[src/rtl/traffic_light_pkg.sv]
// Shared constants, converter state type and helpers for the traffic countdown display.
package traffic_light_pkg;

  localparam logic [6:0] SEG_0     = 7'h3F;
  localparam logic [6:0] SEG_1     = 7'h06;
  localparam logic [6:0] SEG_2     = 7'h5B;
  localparam logic [6:0] SEG_3     = 7'h4F;
  localparam logic [6:0] SEG_4     = 7'h66;
  localparam logic [6:0] SEG_5     = 7'h6D;
  localparam logic [6:0] SEG_6     = 7'h7D;
  localparam logic [6:0] SEG_7     = 7'h07;
  localparam logic [6:0] SEG_8     = 7'h7F;
  localparam logic [6:0] SEG_9     = 7'h6F;
  localparam logic [6:0] SEG_DASH  = 7'h40;
  localparam logic [6:0] SEG_BLANK = 7'h00;

  typedef enum logic [1:0] {
    C_IDLE,
    C_SHIFT,
    C_LOAD
  } conv_state_t;

  function automatic int unsigned cycles_from_ns(input int unsigned ns,
                                                 input int unsigned period_ns);
    return ns / period_ns;
  endfunction

  function automatic logic [6:0] seg_of_digit(input logic [3:0] d);
    case (d)
      4'd0:    return SEG_0;
      4'd1:    return SEG_1;
      4'd2:    return SEG_2;
      4'd3:    return SEG_3;
      4'd4:    return SEG_4;
      4'd5:    return SEG_5;
      4'd6:    return SEG_6;
      4'd7:    return SEG_7;
      4'd8:    return SEG_8;
      4'd9:    return SEG_9;
      default: return SEG_BLANK;
    endcase
  endfunction

  // Double-dabble correction: every BCD digit of 5 or more gets +3 before the shift.
  function automatic logic [11:0] dd_adjust(input logic [11:0] b);
    logic [11:0] r;
    r = b;
    for (int unsigned i = 0; i < 3; i++) begin
      if (r[i*4 +: 4] >= 4'd5) r[i*4 +: 4] = r[i*4 +: 4] + 4'd3;
    end
    return r;
  endfunction

endpackage

[src/rtl/bin2bcd_seq.sv]
// Sequential double-dabble converter: one shift per cycle, re-converts only when the input changes.
module bin2bcd_seq
  import traffic_light_pkg::*;
#(
  parameter int unsigned CNT_WIDTH = 5
) (
  input  logic                 clk,
  input  logic                 rstb,
  input  logic [CNT_WIDTH-1:0] bin,
  output logic [3:0]           tens,
  output logic [3:0]           units
);

  conv_state_t          state, state_nxt;
  logic [CNT_WIDTH-1:0] bin_sh;
  logic [CNT_WIDTH-1:0] bin_lat;
  logic [CNT_WIDTH-1:0] last_val;
  logic [11:0]          bcd_sh;
  logic [2:0]           shift_cnt;
  logic                 start;
  logic                 shift_done;

  always_ff @(posedge clk or posedge rstb) begin
    if (rstb) state <= C_IDLE;
    else      state <= state_nxt;
  end

  always_comb begin
    state_nxt = state;
    case (state)
      C_IDLE:  if (start) state_nxt = C_SHIFT;
      C_SHIFT: if (shift_done) state_nxt = C_LOAD;
      C_LOAD:  state_nxt = C_IDLE;
      default: state_nxt = C_IDLE;
    endcase
  end

  always_comb begin
    start      = (state == C_IDLE) && (bin != last_val);
    shift_done = (state == C_SHIFT) && (shift_cnt == 3'(CNT_WIDTH - 1));
  end

  always_ff @(posedge clk or posedge rstb) begin
    if (rstb) begin
      bin_sh    <= '0;
      bin_lat   <= '0;
      last_val  <= '0;
      bcd_sh    <= '0;
      shift_cnt <= '0;
      tens      <= '0;
      units     <= '0;
    end else begin
      case (state)
        C_IDLE: begin
          if (start) begin
            bin_sh    <= bin;
            bin_lat   <= bin;
            bcd_sh    <= '0;
            shift_cnt <= '0;
          end
        end
        C_SHIFT: begin
          {bcd_sh, bin_sh} <= {dd_adjust(bcd_sh), bin_sh} << 1;
          shift_cnt        <= shift_cnt + 3'd1;
        end
        C_LOAD: begin
          last_val <= bin_lat;
          // A non-zero hundreds digit only occurs above 99; pin the display at 99.
          if (bcd_sh[11:8] != 4'd0) begin
            tens  <= 4'd9;
            units <= 4'd9;
          end else begin
            tens  <= bcd_sh[7:4];
            units <= bcd_sh[3:0];
          end
        end
        default: ;
      endcase
    end
  end

endmodule

[src/rtl/traffic_countdown_display.sv]
// Two-digit multiplexed countdown display with leading-zero blanking, yellow blink and error dash.
module traffic_countdown_display
  import traffic_light_pkg::*;
#(
  parameter int unsigned CL_PERIOD_TIME = 100,
  parameter int unsigned CNT_WIDTH      = 5,
  parameter int unsigned SCAN_TIME_NS   = 1000000,
  parameter int unsigned BLINK_TIME_NS  = 500000000
) (
  input  logic                 clk,
  input  logic                 rstb,
  input  logic                 en,
  input  logic                 red_light,
  input  logic                 yellow_light,
  input  logic                 green_light,
  input  logic [CNT_WIDTH-1:0] cnt_out_num,
  output logic [6:0]           seg,
  output logic [1:0]           dig_sel,
  output logic                 light_err
);

  localparam int unsigned SCAN_CYC  = cycles_from_ns(SCAN_TIME_NS, CL_PERIOD_TIME);
  localparam int unsigned BLINK_CYC = cycles_from_ns(BLINK_TIME_NS, CL_PERIOD_TIME);
  localparam int unsigned SCAN_W    = $clog2(SCAN_CYC);
  localparam int unsigned BLINK_W   = $clog2(BLINK_CYC);

  logic [SCAN_W-1:0]  scan_cnt;
  logic               slot_tens;
  logic [BLINK_W-1:0] blink_cnt;
  logic               blink_on;
  logic [3:0]         tens;
  logic [3:0]         units;
  logic               lights_ok;
  logic [6:0]         seg_nxt;

  bin2bcd_seq #(
    .CNT_WIDTH(CNT_WIDTH)
  ) u_bin2bcd (
    .clk  (clk),
    .rstb (rstb),
    .bin  (cnt_out_num),
    .tens (tens),
    .units(units)
  );

  always_comb begin
    lights_ok = {red_light, yellow_light, green_light} inside {3'b100, 3'b010, 3'b001};
  end

  always_ff @(posedge clk or posedge rstb) begin
    if (rstb) light_err <= 1'b0;
    else      light_err <= ~lights_ok;
  end

  always_ff @(posedge clk or posedge rstb) begin
    if (rstb) begin
      scan_cnt  <= '0;
      slot_tens <= 1'b0;
    end else if (!en) begin
      scan_cnt  <= '0;
      slot_tens <= 1'b0;
    end else if (scan_cnt == SCAN_W'(SCAN_CYC - 1)) begin
      scan_cnt  <= '0;
      slot_tens <= ~slot_tens;
    end else begin
      scan_cnt  <= scan_cnt + 1'b1;
    end
  end

  always_ff @(posedge clk or posedge rstb) begin
    if (rstb) begin
      blink_cnt <= '0;
      blink_on  <= 1'b1;
    end else if (!en || !yellow_light || light_err) begin
      blink_cnt <= '0;
      blink_on  <= 1'b1;
    end else if (blink_cnt == BLINK_W'(BLINK_CYC - 1)) begin
      blink_cnt <= '0;
      blink_on  <= ~blink_on;
    end else begin
      blink_cnt <= blink_cnt + 1'b1;
    end
  end

  // Raw yellow_light gates the off phase so dropping yellow restores digits on the next edge.
  always_comb begin
    seg_nxt = SEG_BLANK;
    if (light_err)                       seg_nxt = SEG_DASH;
    else if (yellow_light && !blink_on)  seg_nxt = SEG_BLANK;
    else if (slot_tens)                  seg_nxt = (tens == 4'd0) ? SEG_BLANK : seg_of_digit(tens);
    else                                 seg_nxt = seg_of_digit(units);
  end

  always_ff @(posedge clk or posedge rstb) begin
    if (rstb) begin
      seg     <= '0;
      dig_sel <= '0;
    end else if (!en) begin
      seg     <= '0;
      dig_sel <= '0;
    end else begin
      seg     <= seg_nxt;
      dig_sel <= slot_tens ? 2'b10 : 2'b01;
    end
  end

endmodule
[config.mk]
export PLATFORM = sky130hd
export DESIGN_NAME = traffic_countdown_display
export DESIGN_NICKNAME = d
export VERILOG_FILES = /design/src/rtl/traffic_light_pkg.sv /design/src/rtl/bin2bcd_seq.sv /design/src/rtl/traffic_countdown_display.sv
export SDC_FILE = /design/constraint.sdc
export NUM_CORES = 1
export LEC_CHECK = 0
export ABC_AREA = 1
export BUFFER_PORTS_ARGS = -buffer_cell sky130_fd_sc_hd__buf_4
export CORE_MARGIN = 4
export CORE_UTILIZATION = 50
export CTS_BUF_LIST = sky130_fd_sc_hd__clkbuf_4
export DETAILED_ROUTE_END_ITERATION = 10
export PLACE_DENSITY_LB_ADDON = 0.15
export SLEW_MARGIN = 10
export SYNTH_ARGS = -nofsm -noshare
export SYNTH_HDL_FRONTEND = slang
export SYNTH_HIERARCHICAL = 1
export SYNTH_SLANG_ARGS = --single-unit
[constraint.sdc]
create_clock -name clk -period 2.8 [get_ports clk]
set_clock_uncertainty 0.2 [all_clocks]
set_input_delay 0.28 -clock clk [delete_from_list [all_inputs] [get_ports clk]]
set_output_delay 0.28 -clock clk [all_outputs]
set_load 0.02 [all_outputs]
---- After elaboration in Yosys (flattened, before gate mapping) ----
Memory sizes are Yosys's and may differ from the RTL's.
Index checks and enable logic that the tools add are counted.
word-level totals
  bits in registers ....................... 89
  memory bits (read-only) ................. 224
  input port bits ......................... 11
  output and inout bits ................... 10
  logic and storage cells ................. 87
  memories ................................ 2
memories
  memory            words  width  read ports  clocked after memory_dff  write ports  RTL line                 RTL
  (name not given)  16     7      1           0                         0            traffic_light_pkg.sv:29  case (d)
  (name not given)  16     7      1           0                         0            traffic_light_pkg.sv:29
operators by class
  add/subtract/negate cells ............... 6
  magnitude comparators ................... 3
  equal/unequal tests ..................... 12
  mux-type cells .......................... 29
  bitwise operators ....................... 3
  reduce and logical (&&, ||, !) cells .... 17
operators with widths
  kind                                                                number
  2-to-1 mux 23 bit                                                   2
  2-to-1 mux 7 bit                                                    5
  2-to-1 mux 14 bit                                                   2
  one-hot mux 12 bit (2 select lines)                                 1
  adder 23 x 1 -> 23 bit (second input constant)                      1
  equality test 23 bit (second input constant)                        1
  2-to-1 mux 4 bit                                                    4
  adder 14 x 1 -> 14 bit (second input constant)                      1
  equality test 14 bit (second input constant)                        1
  greater-or-equal comparator 4 x 3 -> 1 bit (second input constant)  3
  2-to-1 mux 12 bit                                                   1
  one-hot mux 5 bit (2 select lines)                                  1
  adder 4 x 2 -> 4 bit (second input constant)                        2
  2-to-1 mux 2 bit                                                    4
  equality test 3 bit (second input constant)                         2
  2-to-1 mux 3 bit                                                    2
  != test 2 x 1 -> 1 bit (second input constant)                      3
  one-hot mux 3 bit (2 select lines)                                  1
  AND reduction 2 bit                                                 3
  2-to-1 mux 5 bit                                                    1
  != test 5 bit                                                       1
  logical NOT 4 bit                                                   1
  2-to-1 mux 1 bit                                                    4
  one-hot mux 2 bit (2 select lines)                                  1
  other kinds (14)                                                    22

---- Logic depth before layout (Yosys ltp) ----
Gate-level depths: netlist (run 1).
  depth in word-level cells ............... 6
  depth in mapped cells ................... 10
  gate-level depth less buffers ........... 9

---- Hierarchy ----
Netlist (run 1), hierarchy kept.
by module, submodules not included
  module                     times used  cells each  area an instance (um2)  sequential area each (um2)
  traffic_countdown_display  1           405         2,919.0                 1,227.4
  bin2bcd_seq                1           240         2,034.5                 1,001.0

---- Worst setup path before layout (run 1) ----
Ideal clock, no wire load.
  path kind ............................... register to register
  start point ............................. register u_bin2bcd.bcd_sh[0]
  end point ............................... register u_bin2bcd.bcd_sh[2]
  library setup time ...................... 120 ps
  data arrival time ....................... 1,218 ps
  data required time ...................... 2,480 ps
  slack ................................... 1,262 ps
  cell stages (with the launch flop) ...... 9
  path buffers ............................ 0
  clock period less this slack ............ 1,538 ps
  path through ............................ dfrtp_1 > inv_1 > ha_1 > inv_1 > nor2_1 > o21ai_0 > a21oi_1 > o21ai_0 > nand2_1
between the ends
  longest elaborated chain between the ends .. 3
  elaborated cells on any way between the ends .. 4
  those cells by class .................... add/sub: 1; order compare: 1; mux: 2
RTL lines
  what                                                                                RTL line                 RTL
  from (decl)                                                                         bin2bcd_seq.sv:18        logic [11:0] bcd_sh;
  from (signal assigned)                                                              bin2bcd_seq.sv:63        {bcd_sh, bin_sh} <= {dd_adjust(bcd_sh), bin_sh} << 1;
  adder 4 x 2 -> 4 bit or greater-or-equal comparator 4 x 3 -> 1 bit (tied branches)  traffic_light_pkg.sv:49  if (r[i*4 +: 4] >= 4'd5) r[i*4 +: 4] = r[i*4 +: 4] + 4'd3;
  2-to-1 mux 4 bit (*)                                                                traffic_light_pkg.sv:49
  one-hot mux 12 bit (2 select lines) (*)                                             bin2bcd_seq.sv:53        case (state)
Every way passes the cells marked *; elsewhere a longest branch is shown, timed or not.
A chain may end at the register's enable or synchronous reset.

---- Worst setup path after layout (run 1) ----
  start point ............................. input yellow_light
  end point ............................... register light_err
between the ends
  longest elaborated chain between the ends .. 3
  elaborated cells on any way between the ends .. 5
  those cells by class .................... eq/ne: 3; bitwise: 1; reduce/logical: 1
RTL lines
  what                                               RTL line                         RTL
  from (decl)                                        traffic_countdown_display.sv:14  input logic yellow_light,
  equality test 3 bit, or another cell as far along  traffic_countdown_display.sv:47  lights_ok = {red_light, yellow_light, green_light} inside {3'b100, 3'b010, 3'b001};
  nonzero test 3 bit (*)                             traffic_countdown_display.sv:47
  NOT 1 bit (*)                                      traffic_countdown_display.sv:52  else light_err <= ~lights_ok;
  to (signal assigned)                               traffic_countdown_display.sv:52
  to (decl)                                          traffic_countdown_display.sv:19  output logic light_err
Marked as above.

==> metrics.txt, run 1 <==
# TYPE chip_impl_metric gauge
chip_impl_info{name="outcome",value="finished clean"} 1
chip_impl_metric{name="synth_cell_types",unit=""} 36
chip_impl_metric{name="post_route_cells_drive_above_1_share",unit=""} 0.114
chip_impl_metric{name="leakage",unit="µW"} 0.00265
chip_impl_metric{name="critical_path_at",unit="ns"} 2.12
chip_impl_info{name="crit_top_cell",value="dlygate4sd3_1"} 1
chip_impl_metric{name="yosys_register_bits",unit=""} 89
chip_impl_metric{name="detailedRoute.firstIterationViolations",unit=""} 194
chip_impl_info{name="path_cells",value="dlygate4sd3_1 > buf_4 > or2_2 > o21ai_0 > dlygate4sd3_1 > inv_1"} 1
chip_impl_metric{name="timing.critical_path.required",unit="ns"} 2.96
chip_impl_metric{name="postLayoutSetupSlackWorst",unit="ns"} 0.844
chip_impl_info{name="commonest_cells_after_routing_fill_and_taps_aside",value="nand2_1, nor2_1, dfrtp_1, inv_1, nand3_1"} 1
chip_impl_metric{name="clkSinkCount",unit=""} 89
chip_impl_info{name="most_common_cell_after_layout_fill_and_taps_aside",value="nand2_1"} 1
chip_impl_metric{name="postCtsSetupRepairBufs",unit=""} 0
chip_impl_metric{name="chipHeight",unit="µm"} 108
chip_impl_metric{name="drt_pre_antenna_iters",unit=""} 4
chip_impl_info{name="worst_hold_path_type",value="in2async"} 1
chip_impl_metric{name="grt_antenna_before_repair",unit=""} 0
chip_impl_metric{name="final-hold-violation-count",unit=""} 0
chip_impl_metric{name="slew_headroom",unit=""} 0.599
chip_impl_metric{name="timing.final.setup_violations",unit=""} 0
chip_impl_metric{name="cts_resized",unit=""} 0
chip_impl_metric{name="nets_finish",unit=""} 712
chip_impl_metric{name="slowest_delay",unit="ns"} 0.60
chip_impl_metric{name="design.portCount",unit=""} 21
chip_impl_metric{name="wl_per_cell",unit="µm"} 12.2
chip_impl_metric{name="power",unit="µW"} 4140
chip_impl_info{name="rsz0062_at_grt",value="false"} 1
chip_impl_metric{name="placementRows",unit=""} 36
chip_impl_metric{name="first_global_vias",unit=""} 4007
chip_impl_metric{name="dp_hpwl",unit="µm"} 7260
chip_impl_metric{name="ctsHoldBuffers",unit=""} 10
chip_impl_metric{name="fin_crit",unit="ns"} 1.96
chip_impl_metric{name="report.final.slew_viol_count",unit=""} 0
chip_impl_metric{name="yosys.area_share.simple",unit=""} 0.313
chip_impl_metric{name="non_filler_cells_final",unit=""} 818
chip_impl_metric{name="synth.mux.area_fraction",unit=""} 0
chip_impl_metric{name="yosysSeqAreaShare",unit=""} 0.450
chip_impl_metric{name="numCtsBuffers",unit=""} 9
chip_impl_metric{name="placement.io_buffers",unit=""} 20
chip_impl_metric{name="final.period_utilization",unit=""} 0.699
chip_impl_metric{name="die_w",unit="µm"} 108
chip_impl_metric{name="area_delta_synth_final",unit="%"} 10.8
chip_impl_metric{name="place.gp.congestion",unit=""} 0.877
chip_impl_metric{name="power_density",unit="nW/µm²"} 754
chip_impl_metric{name="clk_latency",unit="ns"} 0.45
chip_impl_info{name="cts_root_buffer",value="clkbuf_4"} 1
chip_impl_metric{name="route.vias.total",unit=""} 4065
chip_impl_metric{name="irDropWorstVdd",unit="µV"} 438
chip_impl_metric{name="synth-warning-count",unit=""} 6
chip_impl_info{name="cp-start-kind",value="input pin"} 1
chip_impl_metric{name="post_synthesis_compound_gate_area_fraction",unit=""} 0.0783
chip_impl_metric{name="total_grt_overflow",unit=""} 0
chip_impl_metric{name="antenna_left",unit=""} 0
chip_impl_metric{name="critical_path.max_fanout",unit=""} 4
chip_impl_info{name="cp-end-kind",value="register"} 1
chip_impl_metric{name="starting_density",unit=""} 0.509
chip_impl_metric{name="clock_tree.buffer_depth",unit=""} 2
chip_impl_metric{name="die_area",unit="µm²"} 11600
chip_impl_metric{name="placeableCoreArea",unit="µm²"} 9730
chip_impl_info{name="critical_path_class",value="in2reg"} 1
chip_impl_metric{name="yosys.area_share.adder",unit=""} 0.0530
chip_impl_metric{name="xor_xnor_share_of_the_synthesized_area",unit=""} 0.0212
chip_impl_metric{name="nFillCells",unit=""} 920
chip_impl_info{name="tritoncts",value="built"} 1
chip_impl_metric{name="grt_start_max_net_pins",unit=""} 41
chip_impl_metric{name="syn_avg_cell_area",unit="µm²"} 7.68
chip_impl_metric{name="clock_pin_slew_on_the_worst_setup_and_hold_paths",unit="ns"} 0.15
chip_impl_metric{name="multi_input_comb_area",unit="µm²"} 2310
chip_impl_metric{name="mappedNetlistNets",unit=""} 677
chip_impl_metric{name="n_antenna_cell",unit=""} 0
chip_impl_info{name="combinational_family_with_the_most_area_after_synthesis",value="simple AND/OR/NAND/NOR gates"} 1
chip_impl_metric{name="syn_area",unit="µm²"} 4950
chip_impl_metric{name="via_per_inst",unit=""} 4.97
chip_impl_metric{name="detailedPlace.worstSlack",unit="ns"} 1.01
chip_impl_metric{name="grtUsageTotal",unit=""} 0.190
chip_impl_metric{name="tns",unit="ns"} 0
chip_impl_metric{name="placedCellCount",unit=""} 792
chip_impl_metric{name="detail_route.wirelength",unit="µm"} 9980
chip_impl_metric{name="worstMarginPinSlew",unit="ns"} 0.601
chip_impl_metric{name="seqCellArea",unit="µm²"} 2230
chip_impl_metric{name="global_route_wire_length_before_repair",unit="µm"} 17700
chip_impl_info{name="cp_slowest_cell",value="dlygate4sd3_1"} 1
chip_impl_metric{name="cts_max_level",unit=""} 3
chip_impl_metric{name="remaining_drc_errors",unit=""} 0
chip_impl_metric{name="drv_cap",unit=""} 0
chip_impl_metric{name="fmax",unit="MHz"} 511
chip_impl_metric{name="postSynthCellCount",unit=""} 645
==> layout make-up <==
type                    instances  share of cell area
multi-input cells             454               0.421
flip-flops and latches         89               0.406
well taps                     133              0.0303
inverters                      93              0.0636
clock inverters                 7              0.0173
repair buffers                 33              0.0497
clock buffers                   9              0.0123
==> state kept, by name, summed over array words and instances, names as in the netlist <==
name and flops:
u_bin2bcd/units 4, u_bin2bcd/bcd_sh 12, light_err 1, u_bin2bcd/bin_lat 5
u_bin2bcd/state 2, u_bin2bcd/last_val 5, slot_tens 1, blink_cnt 23
blink_on 1, u_bin2bcd/bin_sh 5, dig_sel 2, u_bin2bcd/tens 4
scan_cnt 14, seg 7, u_bin2bcd/shift_cnt 3
==> final timing paths <==
path | from | to | slack [ns] | cells after the start
setup / recovery | yellow_light | light_err | 0.84 | 6
hold / removal | rstb | seg[0] | 0.24 | 3
setup reg to reg | u_bin2bcd/bcd_sh[0] | u_bin2bcd/bcd_sh[1] | 1.05 | 8
hold reg to reg | blink_cnt[0] | blink_cnt[0] | 0.27 | 1
max in group asynchronous | rstb | blink_cnt[0] | 1.53 | 4
min in group clk | blink_cnt[0] | blink_cnt[0] | 0.27 | 1
==> through the flow <==
step | area, µm² | utilization | hold slack, ns
2_1_floorplan | 4950 | - | 0.184
3_3_place_gp | 5220 | 0.537 | 0.213
3_5_place_dp | 5220 | 0.537 | 0.211
4_1_cts | 5490 | 0.564 | 0.255
5_1_grt | 5490 | 0.564 | 0.281
6_report | 5490 | 0.564 | 0.240
==> worst max-delay path, delay by kind of cell <==
family                 cells  cell delay, ns
AND/OR/NAND/NOR            1            0.31
AO/OA/AOI/OAI              1            0.20
buffers and inverters      4            1.33
==> where the power goes <==
| part | switching (µW) | internal (µW) | total [µW] |
|---|---|---|---|
| sequential | 248 | 1570 | 1820 |
| clock | 460 | 362 | 823 |
| combinational | 948 | 547 | 1500 |
==> kinds of logic after synthesis <==
family / count (synthesis)
flops: 89
buf+inv: 102
fa+ha+maj: 21
simple gates: 351
xor+xnor: 12
compound gates: 70
==> synthesized netlist by cell type <==
| library cell | number | share of area |
|---|---|---|
| a21oi_1 | 16 | 0.016 |
| a21oi_2 | 1 | 0.0018 |
| a31oi_1 | 4 | 0.0051 |
| and2_1 | 2 | 0.0025 |
| and3_1 | 1 | 0.0013 |
| buf_2 | 4 | 0.0040 |
| buf_4 | 2 | 0.0030 |
| buf_6 | 3 | 0.0068 |
| dfrtp_1 | 88 | 0.44 |
| dfstp_2 | 1 | 0.0053 |
| ha_1 | 21 | 0.053 |
| inv_1 | 85 | 0.064 |
| inv_2 | 8 | 0.0061 |
| nand2_1 | 167 | 0.13 |
| nand2_2 | 6 | 0.0076 |
| nand2_4 | 1 | 0.0023 |
| nand3_1 | 43 | 0.043 |
| nand3_2 | 7 | 0.014 |
| nand3b_1 | 1 | 0.0015 |
| nand4_1 | 4 | 0.0051 |
| nor2_1 | 88 | 0.067 |
| nor2_2 | 6 | 0.0076 |
| nor2_4 | 4 | 0.0091 |
| nor3_1 | 11 | 0.011 |
| nor3_2 | 1 | 0.0020 |
| nor3b_1 | 4 | 0.0061 |
| nor4_1 | 1 | 0.0013 |
| o211ai_1 | 3 | 0.0045 |
| o21ai_0 | 39 | 0.039 |
| o21ai_1 | 2 | 0.0020 |
| o21ai_4 | 1 | 0.0033 |
| o31ai_1 | 4 | 0.0061 |
| or2_1 | 1 | 0.0013 |
| or2_2 | 3 | 0.0038 |
| xnor2_1 | 5 | 0.0088 |
| xor2_1 | 7 | 0.012 |
==> routing by layer <==
layer / track usage / up-vias / share of wire / routed length (µm)
met5: 0 / - / 0 / 0
met4: 0.0884 / 0 / 0.020 / 201
met3: 0.0318 / 16 / 0.026 / 263
met2: 0.321 / 60 / 0.49 / 4910
met1: 0.237 / 1885 / 0.46 / 4600
li1: - / 2104 / - / -
Power figures use the tool's default switching activity.
==> inputs of run 2 (changes only) <==
--- a/config.mk
+++ b/config.mk
@@ -5,7 +5,7 @@
 export SDC_FILE = /design/constraint.sdc
 export NUM_CORES = 1
 export LEC_CHECK = 0
-export ABC_AREA = 1
+export ABC_AREA = 0
 export BUFFER_PORTS_ARGS = -buffer_cell sky130_fd_sc_hd__buf_4
 export CORE_MARGIN = 4
 export CORE_UTILIZATION = 50
==> constraint.sdc (replaced) <==
create_clock -name clk -period 1.8 [get_ports clk]
set_clock_uncertainty 0.2 [all_clocks]
set_input_delay 0.18 -clock clk [delete_from_list [all_inputs] [get_ports clk]]
set_output_delay 0.18 -clock clk [all_outputs]
set_load 0.02 [all_outputs]
==> metrics.txt, run 2 <==
# TYPE chip_impl_metric gauge
chip_impl_info{name="outcome",value="finished clean"} 1
chip_impl_metric{name="route.vias.total",unit=""} 3499
chip_impl_metric{name="leakage",unit="µW"} 0.00256
chip_impl_metric{name="yosysSeqAreaShare",unit=""} 0.476
chip_impl_metric{name="detail_route.wirelength",unit="µm"} 9140
chip_impl_metric{name="drt_pre_antenna_iters",unit=""} 4
chip_impl_metric{name="place.gp.congestion",unit=""} 0.796
chip_impl_metric{name="nets_finish",unit=""} 557
chip_impl_metric{name="cts_max_level",unit=""} 3
chip_impl_info{name="registers_with_the_highest_flip_flop_counts",value="blink_cnt: 23 flops, scan_cnt: 14 flops, u_bin2bcd/bcd_sh: 12 flops"} 1
chip_impl_metric{name="timing.critical_path.required",unit="ns"} 1.93
chip_impl_metric{name="critical_path_at",unit="ns"} 1.88
chip_impl_metric{name="synth_cell_types",unit=""} 56
chip_impl_metric{name="synth-edff-count",unit=""} 0
chip_impl_info{name="cpLargestDelayFamily",value="buffers and inverters"} 1
chip_impl_metric{name="postSynthCellCount",unit=""} 459
chip_impl_metric{name="synth-warning-count",unit=""} 6
chip_impl_metric{name="power",unit="µW"} 6500
chip_impl_metric{name="critical_path.max_fanout",unit=""} 6
chip_impl_info{name="most_common_cell_after_layout_fill_and_taps_aside",value="dfrtp_1"} 1
chip_impl_metric{name="irDropWorstVdd",unit="µV"} 805
chip_impl_info{name="rsz0062_at_grt",value="true"} 1
chip_impl_metric{name="grt_start_max_net_pins",unit=""} 41
chip_impl_metric{name="clk_latency",unit="ns"} 0.43
chip_impl_metric{name="placementRows",unit=""} 35
chip_impl_info{name="critical_path_class",value="in2reg"} 1
chip_impl_info{name="synth.area.top_cells",value="dfrtp_1, ha_1, xor2_1"} 1
chip_impl_info{name="largest_register",value="blink_cnt"} 1
chip_impl_metric{name="drv_cap",unit=""} 0
chip_impl_metric{name="starting_density",unit=""} 0.509
chip_impl_metric{name="wl_per_cell",unit="µm"} 14.3
chip_impl_metric{name="global_route_wire_length_before_repair",unit="µm"} 16000
chip_impl_metric{name="via_per_inst",unit=""} 5.46
chip_impl_info{name="cts_root_buffer",value="clkbuf_4"} 1
chip_impl_metric{name="worstMarginPinSlew",unit="ns"} 0.509
chip_impl_metric{name="detailedRoute.firstIterationViolations",unit=""} 131
chip_impl_info{name="synth_top_area_cell",value="dfrtp_1"} 1
chip_impl_info{name="cp-end-kind",value="register"} 1
chip_impl_metric{name="clock_tree.buffer_depth",unit=""} 2
chip_impl_metric{name="die_area",unit="µm²"} 11000
chip_impl_metric{name="final.period_utilization",unit=""} 0.976
chip_impl_metric{name="area_delta_synth_final",unit="%"} 19.5
chip_impl_metric{name="post_route_cells_drive_above_1_share",unit=""} 0.245
chip_impl_metric{name="asyncSetResetFlopFracSynth",unit=""} 1.00
chip_impl_metric{name="fin_crit",unit="ns"} 1.76
chip_impl_metric{name="mappedNetlistNets",unit=""} 491
chip_impl_metric{name="n_antenna_cell",unit=""} 0
chip_impl_metric{name="die_w",unit="µm"} 105
chip_impl_metric{name="placedCellCount",unit=""} 606
chip_impl_metric{name="antenna_left",unit=""} 0
chip_impl_metric{name="grt_antenna_before_repair",unit=""} 0
chip_impl_info{name="tritoncts",value="built"} 1
chip_impl_metric{name="nFillCells",unit=""} 736
chip_impl_info{name="synth-main-ff-cell",value="dfrtp_1"} 1
chip_impl_metric{name="clkSinkCount",unit=""} 89
chip_impl_info{name="worst_hold_path_type",value="in2async"} 1
chip_impl_metric{name="first_global_vias",unit=""} 3529
chip_impl_metric{name="yosys_register_bits",unit=""} 89
chip_impl_metric{name="numCtsBuffers",unit=""} 9
chip_impl_metric{name="slew_headroom",unit=""} 0.659
chip_impl_metric{name="tns",unit="ns"} 0
chip_impl_metric{name="remaining_drc_errors",unit=""} 0
chip_impl_metric{name="placement.io_buffers",unit=""} 20
chip_impl_info{name="path_cells",value="dlygate4sd3_1 > buf_4 > xnor2_2 > nand4_4 > o21ai_4 > mux2_4"} 1
chip_impl_metric{name="non_filler_cells_final",unit=""} 641
chip_impl_metric{name="syn_avg_cell_area",unit="µm²"} 10.2
chip_impl_info{name="yosysMostFrequentCell",value="dfrtp_1"} 1
chip_impl_metric{name="max_reg_flops",unit=""} 23
chip_impl_info{name="commonest_cells_after_routing_fill_and_taps_aside",value="dfrtp_1, buf_4, nor2_1, nand2_1, inv_1"} 1
chip_impl_metric{name="syn_area",unit="µm²"} 4680
chip_impl_info{name="cp_slowest_cell",value="dlygate4sd3_1"} 1
chip_impl_metric{name="design.portCount",unit=""} 21
chip_impl_metric{name="chipHeight",unit="µm"} 105
chip_impl_metric{name="dp_hpwl",unit="µm"} 6430
chip_impl_info{name="cp-start-kind",value="input pin"} 1
chip_impl_metric{name="timing.final.setup_violations",unit=""} 0
chip_impl_metric{name="clock_pin_slew_on_the_worst_setup_and_hold_paths",unit="ns"} 0.15
chip_impl_metric{name="placeableCoreArea",unit="µm²"} 9200
chip_impl_metric{name="report.final.slew_viol_count",unit=""} 0
chip_impl_metric{name="power_density",unit="nW/µm²"} 1160
chip_impl_metric{name="final-hold-violation-count",unit=""} 0
chip_impl_metric{name="total_grt_overflow",unit=""} 0
chip_impl_metric{name="fmax",unit="MHz"} 569
chip_impl_metric{name="grtUsageTotal",unit=""} 0.175
chip_impl_metric{name="slowest_delay",unit="ns"} 0.53
chip_impl_metric{name="post-synth-top-area-fraction",unit=""} 0.470
chip_impl_metric{name="timing.critical_path.buf_inv",unit=""} 2
chip_impl_info{name="synth.top_cells.by_count",value="dfrtp_1, nor2_1, nand2_1"} 1
[run 2: cell count changes after synthesis, moves of 8 or more]
cell,previous run,this run
a22o_1,0,16
inv_1,85,25
nor2_1,88,45
inv_2,8,0
nand3_1,43,15
xor2_1,7,21
nand2_1,167,40
nor3_1,11,2
o21ai_0,39,20
clkbuf_1,0,9
or3_1,0,9
[run 2: timing repair]
action                                 CTS  global route
setup endpoints to repair               13            66
hold buffers                             9             0
setup buffers                            3             7
pin swaps                                0            12
endpoints found under the hold margin  107             0
gates resized for setup                  3            33
[run 2: tightest hold or removal path: cells and delay by family]
kind / cells / cell delay (ns)
buffers and inverters: 3 / 1.01
[run 2: routing by layer]
metal  global-route usage  up-vias  wire length [µm]
li1                     -     1747                 -
met1                0.232     1721              4350
met2                0.295       21              4540
met3               0.0340       10               166
met4               0.0469        0                81
met5                    0        -                 0
[run 2: through the flow]
step / hold slack [ns] / instance area, µm² / setup WS, ns / util
floorplan: 0.0884 / 4700 / -0.00776 / -
global placement: 0.0378 / 5160 / 0.00975 / 0.561
detailed placement: 0.0432 / 5160 / -0.0229 / 0.561
CTS: 0.104 / 5390 / 0.0166 / 0.587
global route: 0.106 / 5590 / -0.0303 / 0.608
finish: 0.103 / 5590 / 0.0440 / 0.608
[run 2: path summary, 6_finish.rpt]
check	start	endpoint	slack (ns)	depth (start not counted)
setup / recovery	cnt_out_num[3]	u_bin2bcd/bin_lat[2]	0.04	6
hold / removal	rstb	blink_cnt[21]	0.10	3
setup reg to reg	blink_cnt[1]	blink_cnt[22]	0.05	5
hold reg to reg	scan_cnt[0]	scan_cnt[0]	0.27	1
max in group asynchronous	rstb	blink_on	0.71	4
min in group clk	scan_cnt[0]	scan_cnt[0]	0.27	1
[run 2: logic make-up (layout without fill, tap and decap cells)]
logic type,Yosys count,after routing,share of synthesized area
AOI/OAI and AO/OA,84,84,0.126
buffers and inverters,43,114,0.0433
xor gates and xnor gates,34,34,0.0652
DFF,89,89,0.476
and+or+nand+nor,176,176,0.205
muxes,12,12,0.0275
adders and majority gates,21,21,0.0561
[run 2: cell type report]
type	count	area (µm²)	area share
clock buffers	9	67.6	0.0121
clock inverters	7	46.3	0.00828
inverters	25	93.8	0.0168
multi-input cells	327	2410	0.432
flip-flops and latches	89	2230	0.399
well taps	111	139	0.0248
repair buffers	73	603	0.108
[run 2: where the power goes]
group / internal [µW] / switching (µW)
registers: 2450 / 423
clock network: 282 / 702
logic: 1330 / 1310
total: 4070 / 2430
==> inputs of run 3 (changes only) <==
--- a/config.mk
+++ b/config.mk
@@ -11,7 +11,7 @@
 export CORE_UTILIZATION = 50
 export CTS_BUF_LIST = sky130_fd_sc_hd__clkbuf_4
 export DETAILED_ROUTE_END_ITERATION = 10
-export PLACE_DENSITY_LB_ADDON = 0.15
+export PLACE_DENSITY = 0.66
 export SLEW_MARGIN = 10
 export SYNTH_ARGS = -nofsm -noshare
 export SYNTH_HDL_FRONTEND = slang
==> metrics.txt, run 3 (synthesis results as in run 2) <==
# TYPE chip_impl_metric gauge
chip_impl_info{name="outcome",value="finished, violations left"} 1
chip_impl_info{name="violations_in_the_final_reports",value="negative setup slack"} 1
chip_impl_metric{name="power",unit="µW"} 6640
chip_impl_metric{name="slowest_delay",unit="ns"} 0.55
chip_impl_info{name="cp_slowest_cell",value="dlygate4sd3_1"} 1
chip_impl_metric{name="grt_start_max_net_pins",unit=""} 41
chip_impl_metric{name="postLayoutSetupSlackWorst",unit="ns"} -0.00791
chip_impl_info{name="worst_hold_path_type",value="in2async"} 1
chip_impl_metric{name="clkSinkCount",unit=""} 89
chip_impl_info{name="commonest_cells_after_routing_fill_and_taps_aside",value="dfrtp_1, buf_4, nor2_1, nand2_1, inv_1"} 1
chip_impl_metric{name="drt_pre_antenna_iters",unit=""} 4
chip_impl_metric{name="timing.critical_path.buf_inv",unit=""} 3
chip_impl_info{name="path_cells",value="dlygate4sd3_1 > buf_4 > xnor2_2 > nand4_4 > o31ai_4 > buf_4 > a22o_1"} 1
chip_impl_info{name="cp-start-kind",value="input pin"} 1
chip_impl_metric{name="timing.critical_path.required",unit="ns"} 1.96
chip_impl_info{name="critical_path_class",value="in2reg"} 1
chip_impl_metric{name="detailedPlace.worstSlack",unit="ns"} -0.0209
chip_impl_info{name="r2r_start",value="blink_cnt[0]"} 1
chip_impl_metric{name="global_route_wire_length_before_repair",unit="µm"} 16000
chip_impl_metric{name="critical_path_at",unit="ns"} 1.97
chip_impl_metric{name="power_density",unit="nW/µm²"} 1200
chip_impl_metric{name="critical_path.max_fanout",unit=""} 4
chip_impl_metric{name="first_global_vias",unit=""} 3396
chip_impl_info{name="cts_root_buffer",value="clkbuf_4"} 1
chip_impl_metric{name="n_antenna_cell",unit=""} 0
chip_impl_info{name="registers_with_the_highest_flip_flop_counts",value="blink_cnt: 23 flops, scan_cnt: 14 flops, u_bin2bcd/bcd_sh: 12 flops"} 1
chip_impl_info{name="most_common_cell_after_layout_fill_and_taps_aside",value="dfrtp_1"} 1
chip_impl_metric{name="post_route_cells_drive_above_1_share",unit=""} 0.213
chip_impl_metric{name="clk_latency",unit="ns"} 0.44
chip_impl_metric{name="chipHeight",unit="µm"} 105
chip_impl_metric{name="fmax",unit="MHz"} 553
chip_impl_info{name="tritoncts",value="built"} 1
chip_impl_metric{name="leakage",unit="µW"} 0.00250
chip_impl_metric{name="r2r_cells",unit=""} 5
chip_impl_metric{name="via_per_inst",unit=""} 5.57
chip_impl_metric{name="numCtsBuffers",unit=""} 9
chip_impl_info{name="cpLargestDelayFamily",value="buffers and inverters"} 1
chip_impl_metric{name="die_area",unit="µm²"} 11000
chip_impl_metric{name="wl_per_cell",unit="µm"} 14.8
chip_impl_metric{name="antenna_left",unit=""} 0
chip_impl_metric{name="remaining_drc_errors",unit=""} 0
chip_impl_metric{name="starting_density",unit=""} 0.509
chip_impl_metric{name="area_delta_synth_final",unit="%"} 18.2
chip_impl_metric{name="placement.io_buffers",unit=""} 20
chip_impl_metric{name="grtUsageTotal",unit=""} 0.178
chip_impl_metric{name="slew_headroom",unit=""} 0.406
chip_impl_metric{name="max_reg_flops",unit=""} 23
chip_impl_metric{name="fin_crit",unit="ns"} 1.81
chip_impl_metric{name="placementRows",unit=""} 35
chip_impl_info{name="largest_register",value="blink_cnt"} 1
chip_impl_metric{name="clock_pin_slew_on_the_worst_setup_and_hold_paths",unit="ns"} 0.15
chip_impl_metric{name="route.vias.total",unit=""} 3512
chip_impl_info{name="cp-end-kind",value="register"} 1
chip_impl_info{name="rsz0062_at_grt",value="true"} 1
chip_impl_metric{name="die_w",unit="µm"} 105
chip_impl_metric{name="non_filler_cells_final",unit=""} 631
chip_impl_metric{name="drv_cap",unit=""} 0
chip_impl_metric{name="final-hold-violation-count",unit=""} 0
chip_impl_metric{name="design.portCount",unit=""} 21
chip_impl_metric{name="place.gp.congestion",unit=""} 0.796
chip_impl_metric{name="report.final.slew_viol_count",unit=""} 0
chip_impl_metric{name="detail_route.wirelength",unit="µm"} 9340
chip_impl_metric{name="total_grt_overflow",unit=""} 0
chip_impl_metric{name="cts_max_level",unit=""} 3
chip_impl_metric{name="final.period_utilization",unit=""} 1.00
chip_impl_metric{name="worstMarginPinSlew",unit="ns"} 0.889
chip_impl_metric{name="grt_antenna_before_repair",unit=""} 0
chip_impl_metric{name="timing.hold.ws",unit="ns"} 0.214
chip_impl_metric{name="placeableCoreArea",unit="µm²"} 9200
chip_impl_metric{name="timing.final.setup_violations",unit=""} 3
chip_impl_metric{name="clock_tree.buffer_depth",unit=""} 2
chip_impl_info{name="worstReg2RegEnd",value="blink_cnt[22]"} 1
chip_impl_metric{name="detailedRoute.firstIterationViolations",unit=""} 148
chip_impl_metric{name="placedCellCount",unit=""} 602
chip_impl_info{name="crit_top_cell",value="buf_4"} 1
chip_impl_metric{name="irDropWorstVdd",unit="µV"} 460
chip_impl_metric{name="rrSetupSlack",unit="ns"} 0
chip_impl_metric{name="nets_finish",unit=""} 547
chip_impl_metric{name="dp_hpwl",unit="µm"} 6530
[run 3: cell count changes in the layout (fill, tap and decap cells not counted), moves of 3 or more]
cell and delta:
a21oi_2 -3, buf_4 -11, mux2_4 -5, mux2_2 +5
[run 3: per-stage QoR]
stage / util / cell area [µm²] / TNS (ns)
global route: 0.601 / 5530 / -1.44
CTS: 0.587 / 5400 / 0
floorplan: - / 4700 / -0.0621
finish: 0.601 / 5530 / -0.0175
global placement: 0.557 / 5130 / -0.0207
detailed placement: 0.557 / 5130 / -0.0417
[run 3: how the worst max path moves through the flow]
| stage | startpoint | to | slack [ns] | cells past startpoint |
|---|---|---|---|---|
| finish | cnt_out_num[3] | u_bin2bcd/shift_cnt[1] | -0.008 | 7 |
| global route | u_bin2bcd/last_val[3] | u_bin2bcd/bcd_sh[6] | -0.06 | 5 |
| CTS | blink_cnt[0] | blink_cnt[22] | 0.002 | 5 |
| detailed placement | blink_on | seg[0] | -0.02 | 4 |
| global placement | blink_on | seg[0] | -0.01 | 4 |
| floorplan | blink_cnt[0] | blink_cnt[10] | -0.008 | 7 |
[run 3: area by class of cell]
type | count | area (µm²)
tap | 111 | 139
multi-input combinational | 327 | 2390
inverter | 25 | 93.8
clock buffer | 9 | 67.6
sequential | 89 | 2230
timing repair buffer | 63 | 531
clock inverter | 7 | 76.3
fill | 776 | 3670
[run 3: routing by layer]
metal,share of wire,routed length [µm],GRT usage
met5,0,0,0
met4,0.013,124,0.0590
met3,0.020,184,0.0296
met2,0.49,4600,0.283
met1,0.47,4430,0.247
[run 3: report_power, final]
group	internal (µW)	switching, µW	total, µW
Combinational	1270	1320	2590
Sequential	2450	455	2900
Clock	437	719	1160
[run 3: timing repair]
action / in CTS / in global routing
cloned: 0 / 1
endpoints found under the setup margin: 10 / 66
hold buffers: 10 / 0
pin swaps: 0 / 22
setup buffers: 1 / 1
gates resized for setup: 4 / 24
endpoints found under the hold margin: 108 / 0
[run 3: tightest hold or removal path, cell delays in order]
cell	delay [ns]
dlygate4sd3_1	0.53
buf_4	0.13
inv_1	0.04
buf_4	0.43
